[src/rtl/polaris_pkg.sv]
// rtl/polaris_pkg.sv - shared types and defaults for the Polaris bus arbiter
package polaris_pkg;

    localparam int POLARIS_AW = 64;
    localparam int POLARIS_DW = 64;

    typedef enum logic [1:0] {
        ARB_IDLE  = 2'b00,
        ARB_OWN_I = 2'b01,
        ARB_OWN_D = 2'b10
    } arb_state_t;

endpackage

[src/rtl/polaris_arb_fsm.sv]
// rtl/polaris_arb_fsm.sv - grant state machine; POLARIS_ARB_RR_EN selects round-robin IDLE ties
module polaris_arb_fsm
    import polaris_pkg::*;
(
    input  logic clk_i,
    input  logic reset_i,
    input  logic i_cyc_i,
    input  logic d_cyc_i,
    output logic own_i,
    output logic own_d
);

    arb_state_t state_q;
    arb_state_t state_d;
    logic       tie_to_d;

`ifdef POLARIS_ARB_RR_EN
    // Remembers which master held the bus most recently; reset value favours D.
    logic last_d_q;

    always_ff @(posedge clk_i) begin
        if (!reset_i) begin
            last_d_q <= 1'b0;
        end else if (state_d != ARB_IDLE) begin
            last_d_q <= (state_d == ARB_OWN_D);
        end
    end

    assign tie_to_d = !last_d_q;
`else
    assign tie_to_d = 1'b1;
`endif

    always_ff @(posedge clk_i) begin
        if (!reset_i) begin
            state_q <= ARB_IDLE;
        end else begin
            state_q <= state_d;
        end
    end

    always_comb begin
        state_d = state_q;
        case (state_q)
            ARB_IDLE: begin
                if (i_cyc_i && d_cyc_i) begin
                    state_d = tie_to_d ? ARB_OWN_D : ARB_OWN_I;
                end else if (i_cyc_i) begin
                    state_d = ARB_OWN_I;
                end else if (d_cyc_i) begin
                    state_d = ARB_OWN_D;
                end
            end
            // Release hands straight to a waiting master, skipping IDLE.
            ARB_OWN_I: begin
                if (!i_cyc_i) begin
                    state_d = d_cyc_i ? ARB_OWN_D : ARB_IDLE;
                end
            end
            ARB_OWN_D: begin
                if (!d_cyc_i) begin
                    state_d = i_cyc_i ? ARB_OWN_I : ARB_IDLE;
                end
            end
            default: state_d = ARB_IDLE;
        endcase
    end

    assign own_i = (state_q == ARB_OWN_I);
    assign own_d = (state_q == ARB_OWN_D);

endmodule

[src/rtl/polaris_bus_arbiter.sv]
// rtl/polaris_bus_arbiter.sv - two-master Wishbone arbiter top (POLARIS_ARB_RR_EN honoured in polaris_arb_fsm)
module polaris_bus_arbiter
    import polaris_pkg::*;
#(
    parameter int AW = POLARIS_AW,
    parameter int DW = POLARIS_DW
) (
    input  logic            clk_i,
    input  logic            reset_i,
    input  logic            i_cyc_i,
    input  logic            i_stb_i,
    input  logic [AW-1:0]   i_adr_i,
    output logic            i_ack_o,
    output logic [31:0]     i_dat_o,
    input  logic            d_cyc_i,
    input  logic            d_stb_i,
    input  logic            d_we_i,
    input  logic [DW/8-1:0] d_sel_i,
    input  logic [AW-1:0]   d_adr_i,
    input  logic [DW-1:0]   d_dat_i,
    output logic            d_ack_o,
    output logic [DW-1:0]   d_dat_o,
    output logic            m_cyc_o,
    output logic            m_stb_o,
    output logic            m_we_o,
    output logic [DW/8-1:0] m_sel_o,
    output logic [AW-1:0]   m_adr_o,
    output logic [DW-1:0]   m_dat_o,
    input  logic            m_ack_i,
    input  logic [DW-1:0]   m_dat_i
);

    logic own_i;
    logic own_d;
    logic act_i;
    logic act_d;

    polaris_arb_fsm u_fsm (
        .clk_i   (clk_i),
        .reset_i (reset_i),
        .i_cyc_i (i_cyc_i),
        .d_cyc_i (d_cyc_i),
        .own_i   (own_i),
        .own_d   (own_d)
    );

    // Owner still holding its cycle; gates both the slave request and the ack.
    assign act_i = own_i && i_cyc_i;
    assign act_d = own_d && d_cyc_i;

    always_comb begin
        m_cyc_o = 1'b0;
        m_stb_o = 1'b0;
        m_we_o  = 1'b0;
        m_sel_o = '0;
        m_adr_o = '0;
        m_dat_o = '0;
        if (act_i) begin
            m_cyc_o = 1'b1;
            m_stb_o = i_stb_i;
            m_sel_o = '1;
            m_adr_o = i_adr_i;
        end else if (act_d) begin
            m_cyc_o = 1'b1;
            m_stb_o = d_stb_i;
            m_we_o  = d_we_i;
            m_sel_o = d_sel_i;
            m_adr_o = d_adr_i;
            m_dat_o = d_dat_i;
        end
    end

    assign i_ack_o = act_i && m_ack_i;
    assign d_ack_o = act_d && m_ack_i;

    assign d_dat_o = own_d ? m_dat_i : '0;
    assign i_dat_o = !own_i    ? 32'h0 :
                     i_adr_i[2] ? m_dat_i[63:32] : m_dat_i[31:0];

endmodule
[config.mk]
export PLATFORM = sky130hd
export DESIGN_NAME = polaris_bus_arbiter
export DESIGN_NICKNAME = d
export VERILOG_FILES = /design/src/rtl/polaris_pkg.sv /design/src/rtl/polaris_arb_fsm.sv /design/src/rtl/polaris_bus_arbiter.sv
export SDC_FILE = /design/constraint.sdc
export NUM_CORES = 1
export LEC_CHECK = 0
export CORE_AREA = 2 2 199 201
export CTS_CLUSTER_DIAMETER = 40
export DETAILED_ROUTE_END_ITERATION = 8
export DIE_AREA = 0 0 201 203
export HOLD_SLACK_MARGIN = 0.12
export PLACE_DENSITY_LB_ADDON = 0.15
export SKIP_CTS_REPAIR_TIMING = 1
export SYNTH_ARGS = -nofsm -noshare
export SYNTH_HDL_FRONTEND = slang
export SYNTH_SLANG_ARGS = --single-unit
[constraint.sdc]
create_clock -name clk_i -period 3.7 [get_ports clk_i]
set_clock_uncertainty 0.05 [all_clocks]
set_input_delay 0.925 -clock clk_i [delete_from_list [all_inputs] [get_ports clk_i]]
set_output_delay 0.925 -clock clk_i [all_outputs]
set_load 0.03 [all_outputs]
### Word level (Yosys, flattened, before mapping)

Cells that the tools add are included.

* equality and inequality tests: 5
* muxes and demuxes: 23
* reduce and logical (&&, ||, !) cells: 7

Operator list (number)
* $mux W64: 5
* $mux W32: 2
* $mux W8: 2
* $mux W2: 6
* $mux W1: 7
* $pmux W2 S3: 1
* $logic_and A1 B1 Y1: 5
* $ne A2 B2 Y1 const B: 2
* $ne A4 B3 Y1 const B: 1
* $reduce_and A3 Y1: 1
* $eq A2 B1 Y1 const B: 1
* $eq A2 B2 Y1 const B: 1
* $logic_not A2 Y1: 1

* register bits after elaboration: 2

### Longest topological paths before layout

Gate-level depths: netlist of run 1.

* word-level depth: 4
* depth in mapped cells: 5
* depth with buffers taken out: 2

### Hierarchy

From an unflattened synthesis of run 1, not the netlist that was laid out.

* cell total of the unflattened synthesis: 476
* area total of the unflattened synthesis: 2854.0 um2

By module, submodules not included
* polaris_bus_arbiter: times used 1, cells an instance 468, area an instance 2766.4 um2, seq. area each 0.0 um2
* polaris_arb_fsm: times used 1, cells an instance 8, area an instance 87.6 um2, seq. area each 40.0 um2

### Worst setup path before layout of run 1

Ideal clock, no wire load.

* path type: input to output
* start: input port i_cyc_i
* end: output port m_adr_o[45]
* arrival time: 1997 ps
* required time: 2725 ps
* path slack: 728 ps
* cell stages on the path: 5
* buffers on the path: 3
* path through: buf_2 buf_2 buf_2 nand3_1 o22ai_1

* cells in the longest elaborated chain, start to end: 2

Ends and longest elaborated chain
* from (decl): line polaris_bus_arbiter.sv:10 `input logic i_cyc_i,`
* $logic_and A1 B1 Y1: line polaris_bus_arbiter.sv:48 `assign act_i = own_i && i_cyc_i;`
* $mux W64: line polaris_bus_arbiter.sv:58 `if (act_i) begin`
* to (decl): line polaris_bus_arbiter.sv:27 `output logic [AW-1:0] m_adr_o,`

Every way passes these cells.

### Worst setup path in the final report of run 1

* start: input port d_cyc_i
* end: output port m_dat_o[32]

* cells in the longest elaborated chain, start to end: 3

Ends and longest elaborated chain
* from (decl): line polaris_bus_arbiter.sv:15 `input logic d_cyc_i,`
* $logic_and A1 B1 Y1: line polaris_bus_arbiter.sv:49 `assign act_d = own_d && d_cyc_i;`
* $mux W64: line polaris_bus_arbiter.sv:63 `end else if (act_d) begin`
* $mux W64: line polaris_bus_arbiter.sv:58
* to (decl): line polaris_bus_arbiter.sv:28 `output logic [DW-1:0] m_dat_o,`

Every way passes these cells.

==> results.ini, run 1 <==
[power]
leakagePower_nw=3.37
powerDensity_nw_per_um2=132
vdd_drop_max_uv=127
p_switching_mw=0.473
seq_power_share_pct=2.4
p_clk_share_pct=14.8
combPwrFrac_pct=82.8
p_int_mw=0.661
sw_frac_of_total_pct=41.7

[clocking]
insertion_delay_ns=0.22
htreeDepth=1
cts-root-buf=clkbuf_16
cts_sinks=2
clk_transition_reported_paths_ns=0.03
ctsLongestPathBuffers=2
cts_tree=built
numCtsBuffers=3

[worst_setup_path]
r2r_cells=3
timing.rr.start=u_fsm.state_q[1]
crit_type=in -> out
endpoint_kind=output pin
cp_data_required_time_ns=2.72
cp_data_arrival_time_ns=2.44
startpoint=d_cyc_i
cp-start-kind=input port
cp_max_fo=75

[detailed_routing]
antenna_left=0
avgRoutedWirePerCell_um=18.0
drt-total-wl_mm=26.2
drc=0
via_per_inst=3.52
dr_total_vias=5133
drt_pass1_iterations=4
drtIter0Drc=171

[timing]
setup-tns-final_ns=0
slew_viol_final=0
slew_headroom_pct=61.1
final-setup-viol-count=0
max_freq_ghz=0.293
period_minus_slack_ns=3.41
hold_violations=0
rsz0062_at_grt=false
tightest_slew_ns=0.584
period_share_pct=92.3
fin_worst_hold_slack_ns=0.858

[placement]
gp_congestion=0.851
io_buffers=508
hpwl_mm=22.0

[yosys]
synth_nets=745
avgSynthCellArea_um2=5.76
syn_inst=473
synthesis.area_um2=2730
ys_seq_area_share_pct=1.47
ys_types=21
synth-seq-cells=2
ys.warnings.count=0

[floorplan]
initial_core_util_pct=7.08
die_y_um=203
row_count=72
core_area_um2=38500
dieArea_um2=40800
die_x_um=201
ios=509

[layout]
largest_register_ff_count=2
top_register=u_fsm.state_q
final_layout_size_suffix_gt1_share_pct=17.7
area_growth_pct=214
nets=1210
reg_top3=u_fsm.state_q (2)

[global_route]
grt_pass1_wl_mm=35.9
grt_max_degree=76
grt_overflow=0
grt_pass1_vias=5100
track_usage_pct=11.8
antenna_found_initial=7

[min_path]
hp-start=u_fsm.state_q[0]
whs_path_depth=3
hold_path_class=reg -> reg

[flow_run]
maxCapViolCount=0

[status]
status=complete, no violations

cell usage after synthesis:
master,number,area share (%)
a21o_1,8,2.2
and2_1,130,30
and3_1,1,0.23
and3b_1,2,0.64
and4_1,1,0.32
buf_2,26,4.8
buf_4,2,0.55
buf_6,5,2.1
clkbuf_1,26,3.6
clkbuf_2,3,0.55
dfxtp_1,2,1.5
mux2i_1,32,12
nand2_1,67,9.2
nand2b_1,1,0.23
nand2b_4,1,0.50
nand3_1,65,12
nor2_1,33,4.5
nor2b_1,1,0.23
o21ai_0,1,0.18
o22ai_1,65,15
or2_1,1,0.23
power groups by stage:
| stage | Combinational [mW] | Clock (mW) | Sequential [mW] |
|---|---|---|---|
| after floorplan | 0.386 | 0 | 0.0234 |
| after global placement | 0.957 | 0 | 0.0273 |
| after detailed placement | 0.951 | 0 | 0.0272 |
| after CTS | 0.956 | 0.171 | 0.0269 |
| after global routing | 0.993 | 0.173 | 0.0275 |
| final | 0.939 | 0.168 | 0.0267 |
logic make-up after synthesis:
kind of cell	synth area share [%]
AND/OR/NAND/NOR	57.9
AO/OA/AOI/OAI	17.3
buffers and inverters	11.5
multiplexers	11.8
flip-flops	1.47
cell usage in the layout, fill, tap and decap left out:
| master | instances |
|---|---|
| nand2_1 | 67 |
| mux2i_1 | 32 |
| nand3_1 | 65 |
| a21o_1 | 8 |
| buf_2 | 2 |
| dfxtp_4 | 1 |
| nand2b_1 | 1 |
| clkbuf_16 | 3 |
| nor2b_4 | 1 |
| and4_1 | 1 |
| or2_1 | 1 |
| o21ai_0 | 1 |
| dfxtp_2 | 1 |
| and3b_2 | 1 |
| o22ai_1 | 65 |
| nand2b_4 | 1 |
| and2_1 | 130 |
| buf_4 | 110 |
| and3b_1 | 1 |
| and3_1 | 1 |
| clkbuf_1 | 1 |
| nor2_1 | 33 |
| buf_12 | 46 |
| clkdlybuf4s50_1 | 364 |
| diode_2 | 3 |
path summary, 6_finish.rpt:
kind,endpoint,slack [ns]
worst min-delay path,u_fsm.state_q[1],0.86
worst min register to register,u_fsm.state_q[1],0.86
worst max register to register,u_fsm.state_q[1],2.20
worst max-delay path,m_dat_o[32],0.29
metrics by stage:
stage	util, %	std cells	cell area, um^2	power, mW	setup WS (ns)
finish	22.3	1458	8560	1.13	0.285
global route	22.2	1456	8550	1.19	0.200
CTS	22.2	1455	8550	1.15	0.242
detailed placement	22.0	1451	8470	0.978	0.242
global placement	22.0	1451	8470	0.984	0.235
floorplan	-	473	2730	0.409	0.728
routing by layer:
metal	up-vias	GRT usage [%]	wire [um]
li1	2536	-	-
met1	2296	11.4	8910
met2	275	24.5	14800
met3	20	3.43	2120
met4	6	2.01	380
met5	-	0	35
final cells by class:
| type | instances | area [um^2] |
|---|---|---|
| repair buffers | 522 | 5400 |
| well taps | 518 | 648 |
| fillers | 4320 | 29900 |
| diodes | 3 | 7.51 |
| clock buffers | 4 | 78.8 |
| flip-flops and latches | 2 | 45.0 |
| multi-input cells | 409 | 2380 |
critical path, cell delays in order:
cell,delay [ns]
clkdlybuf4s50_1,0.55
and3b_2,0.24
buf_12,0.25
and2_1,0.27
buf_12,0.15
Power figures use the tool's default switching activity.
==> inputs of run 2 (changes only) <==
--- a/config.mk
+++ b/config.mk
@@ -5,10 +5,10 @@
 export SDC_FILE = /design/constraint.sdc
 export NUM_CORES = 1
 export LEC_CHECK = 0
-export CORE_AREA = 2 2 199 201
-export CTS_CLUSTER_DIAMETER = 40
+export CORE_AREA = 2 2 197 199
+export CTS_CLUSTER_DIAMETER = 50
 export DETAILED_ROUTE_END_ITERATION = 8
-export DIE_AREA = 0 0 201 203
+export DIE_AREA = 0 0 199 201
 export HOLD_SLACK_MARGIN = 0.12
 export PLACE_DENSITY_LB_ADDON = 0.15
 export SKIP_CTS_REPAIR_TIMING = 1
==> constraint.sdc (replaced) <==
create_clock -name clk_i -period 3.3 [get_ports clk_i]
set_clock_uncertainty 0.05 [all_clocks]
set_input_delay 0.825 -clock clk_i [delete_from_list [all_inputs] [get_ports clk_i]]
set_output_delay 0.825 -clock clk_i [all_outputs]
set_load 0.03 [all_outputs]
==> results.ini, run 2 (same netlist as run 1, synthesis figures left out) <==
[worst_setup_path]
cp_top_family=buffers and inverters  ; unchanged
cp_max_fo=75  ; unchanged
cp-start-kind=input port  ; unchanged
endpoint_kind=output pin  ; unchanged
timing.rr.start=u_fsm.state_q[0]  ; was u_fsm.state_q[1]
r2r_cells=3  ; unchanged
crit_type=in -> out  ; unchanged
r2r_slack_ns=2.10  ; was 2.20 ns
cp_data_required_time_ns=2.42  ; was 2.72 ns
cp_data_arrival_time_ns=2.32  ; was 2.44 ns
crit_top_cell=buf_12  ; unchanged
crit_chain=clkdlybuf4s50_1, and3b_2, buf_12, a21o_1, buf_12  ; was clkdlybuf4s50_1, and3b_2, buf_12, and2_1, buf_12
timing.rr.end=u_fsm.state_q[0]  ; was u_fsm.state_q[1]
critPathBufInv=3  ; unchanged
crit_slowest_cell=clkdlybuf4s50_1  ; unchanged
path_depth=5  ; unchanged
cpPeakStageDelay_ns=0.56  ; was 0.55 ns

[timing]
setup-tns-final_ns=0  ; unchanged
period_minus_slack_ns=3.19
final-setup-viol-count=0  ; unchanged
max_freq_ghz=0.313
slew_headroom_pct=59.7  ; was 61.1%
tightest_slew_ns=0.605  ; was 0.584 ns
fin_worst_hold_slack_ns=0.586  ; was 0.858 ns
period_share_pct=96.8
slew_viol_final=0  ; unchanged
hold_violations=0  ; unchanged
rsz0062_at_grt=false  ; unchanged

[status]
status=complete, no violations  ; unchanged

[floorplan]
initial_core_util_pct=7.15  ; was 7.08%
die_x_um=199  ; was 201 um
ios=509  ; unchanged
die_y_um=201  ; was 203 um
core_area_um2=38100  ; was 38500 um^2
row_count=72  ; unchanged
dieArea_um2=40000  ; was 40800 um^2

[placement]
hpwl_mm=21.8  ; was 22.0 mm
dpl_cell_area_um2=8360  ; was 8470 um^2
gp_congestion=0.797  ; was 0.851
io_buffers=508  ; unchanged

[detailed_routing]
drc=0  ; unchanged
antenna_left=0  ; unchanged
avgRoutedWirePerCell_um=17.9  ; was 18.0 um
via_per_inst=3.50  ; was 3.52
drtIter0Drc=208  ; was 171
drt-total-wl_mm=26.1  ; was 26.2 mm
drt_pass1_iterations=6  ; was 4
dr_total_vias=5089  ; was 5133

[layout]
final_layout_size_suffix_gt1_share_pct=18.1  ; was 17.7%
final_area_um2=8440  ; was 8560 um^2
diodes=0  ; was 3
fin_util_pct=22.1  ; was 22.3%
layout_commonest_cell=clkdlybuf4s50_1  ; unchanged
area_growth_pct=210  ; was 214%
reg_top3=u_fsm.state_q (2)  ; unchanged
register_area_um2=45.0  ; unchanged
multi_input_area_um2=2370  ; was 2380 um^2
nFillCells=4293  ; was 4320
mostFrequentLayoutCells=clkdlybuf4s50_1, and2_1, buf_4  ; unchanged
nets=1210  ; unchanged
top_register=u_fsm.state_q  ; unchanged
largest_register_ff_count=2  ; unchanged

[min_path]
whs_path_depth=2  ; was 3
whs_endpoint=u_fsm.state_q[1]  ; unchanged
hold_path_class=reg -> reg  ; unchanged
hp-start=u_fsm.state_q[0]  ; unchanged

[power]
leakagePower_nw=3.35  ; was 3.37 nW
power_mw=1.26  ; was 1.13 mW
powerDensity_nw_per_um2=149  ; was 132 nW/um^2
vdd_drop_max_uv=119  ; was 127 uV

[global_route]
antenna_found_initial=2  ; was 7
grt_pass1_wl_mm=35.3  ; was 35.9 mm
grt_overflow=0  ; unchanged
grt_max_degree=93  ; was 76
grt_pass1_vias=5125  ; was 5100
track_usage_pct=11.9  ; was 11.8%

[clocking]
ctsLongestPathBuffers=2  ; unchanged
cts_sinks=2  ; unchanged
clk_transition_reported_paths_ns=0.03  ; about the same
htreeDepth=1  ; unchanged
numCtsBuffers=3  ; unchanged
insertion_delay_ns=0.22  ; about the same
cts_tree=built  ; unchanged
cts-root-buf=clkbuf_16  ; unchanged

[flow_run]
maxCapViolCount=0  ; unchanged

==> run 2: report_power, final <==
part | switching [mW] | internal, mW
sequential | 0.00622 | 0.0256
combinational | 0.493 | 0.548
clock | 0.0290 | 0.159
==> run 2: area by class of cell <==
type                            instances  share of cell area (%)
Timing Repair Buffer                  522                    62.7
Multi-Input combinational cell        409                    28.1
Tap cell                              518                    7.68
Clock buffer                            4                   0.934
Sequential cell                         2                   0.534
==> run 2: how the worst max path moves through the flow <==
stage                     startpoint          end  slack, ns
after floorplan              i_cyc_i  m_adr_o[45]       0.53
after global placement       d_cyc_i   m_sel_o[6]       0.08
after detailed placement     d_cyc_i   m_sel_o[6]       0.06
after CTS                    d_cyc_i   m_sel_o[6]       0.06
after global routing         d_cyc_i   m_sel_o[6]       0.03
final                        d_cyc_i   m_sel_o[6]       0.11
==> run 2: worst reg2reg max path, stage by stage (launching register included) <==
cell,delay [ns]
dfxtp_2,0.39
buf_4,0.37
nand2_1,0.09
and4_1,0.19
==> run 2: metrics by stage <==
step	instances	worst slack, ns
after floorplan	473	0.528
after global placement	1451	0.0847
after detailed placement	1451	0.0570
after CTS	1455	0.0564
after global routing	1455	0.0299
final	1455	0.107
==> run 2: metal layers <==
layer	track usage (%)	wire length [um]	vias up
met5	0	27	-
met1	12.0	9250	2277
li1	-	-	2535
met2	24.8	14400	263
met3	3.13	2330	10
met4	0.906	106	4
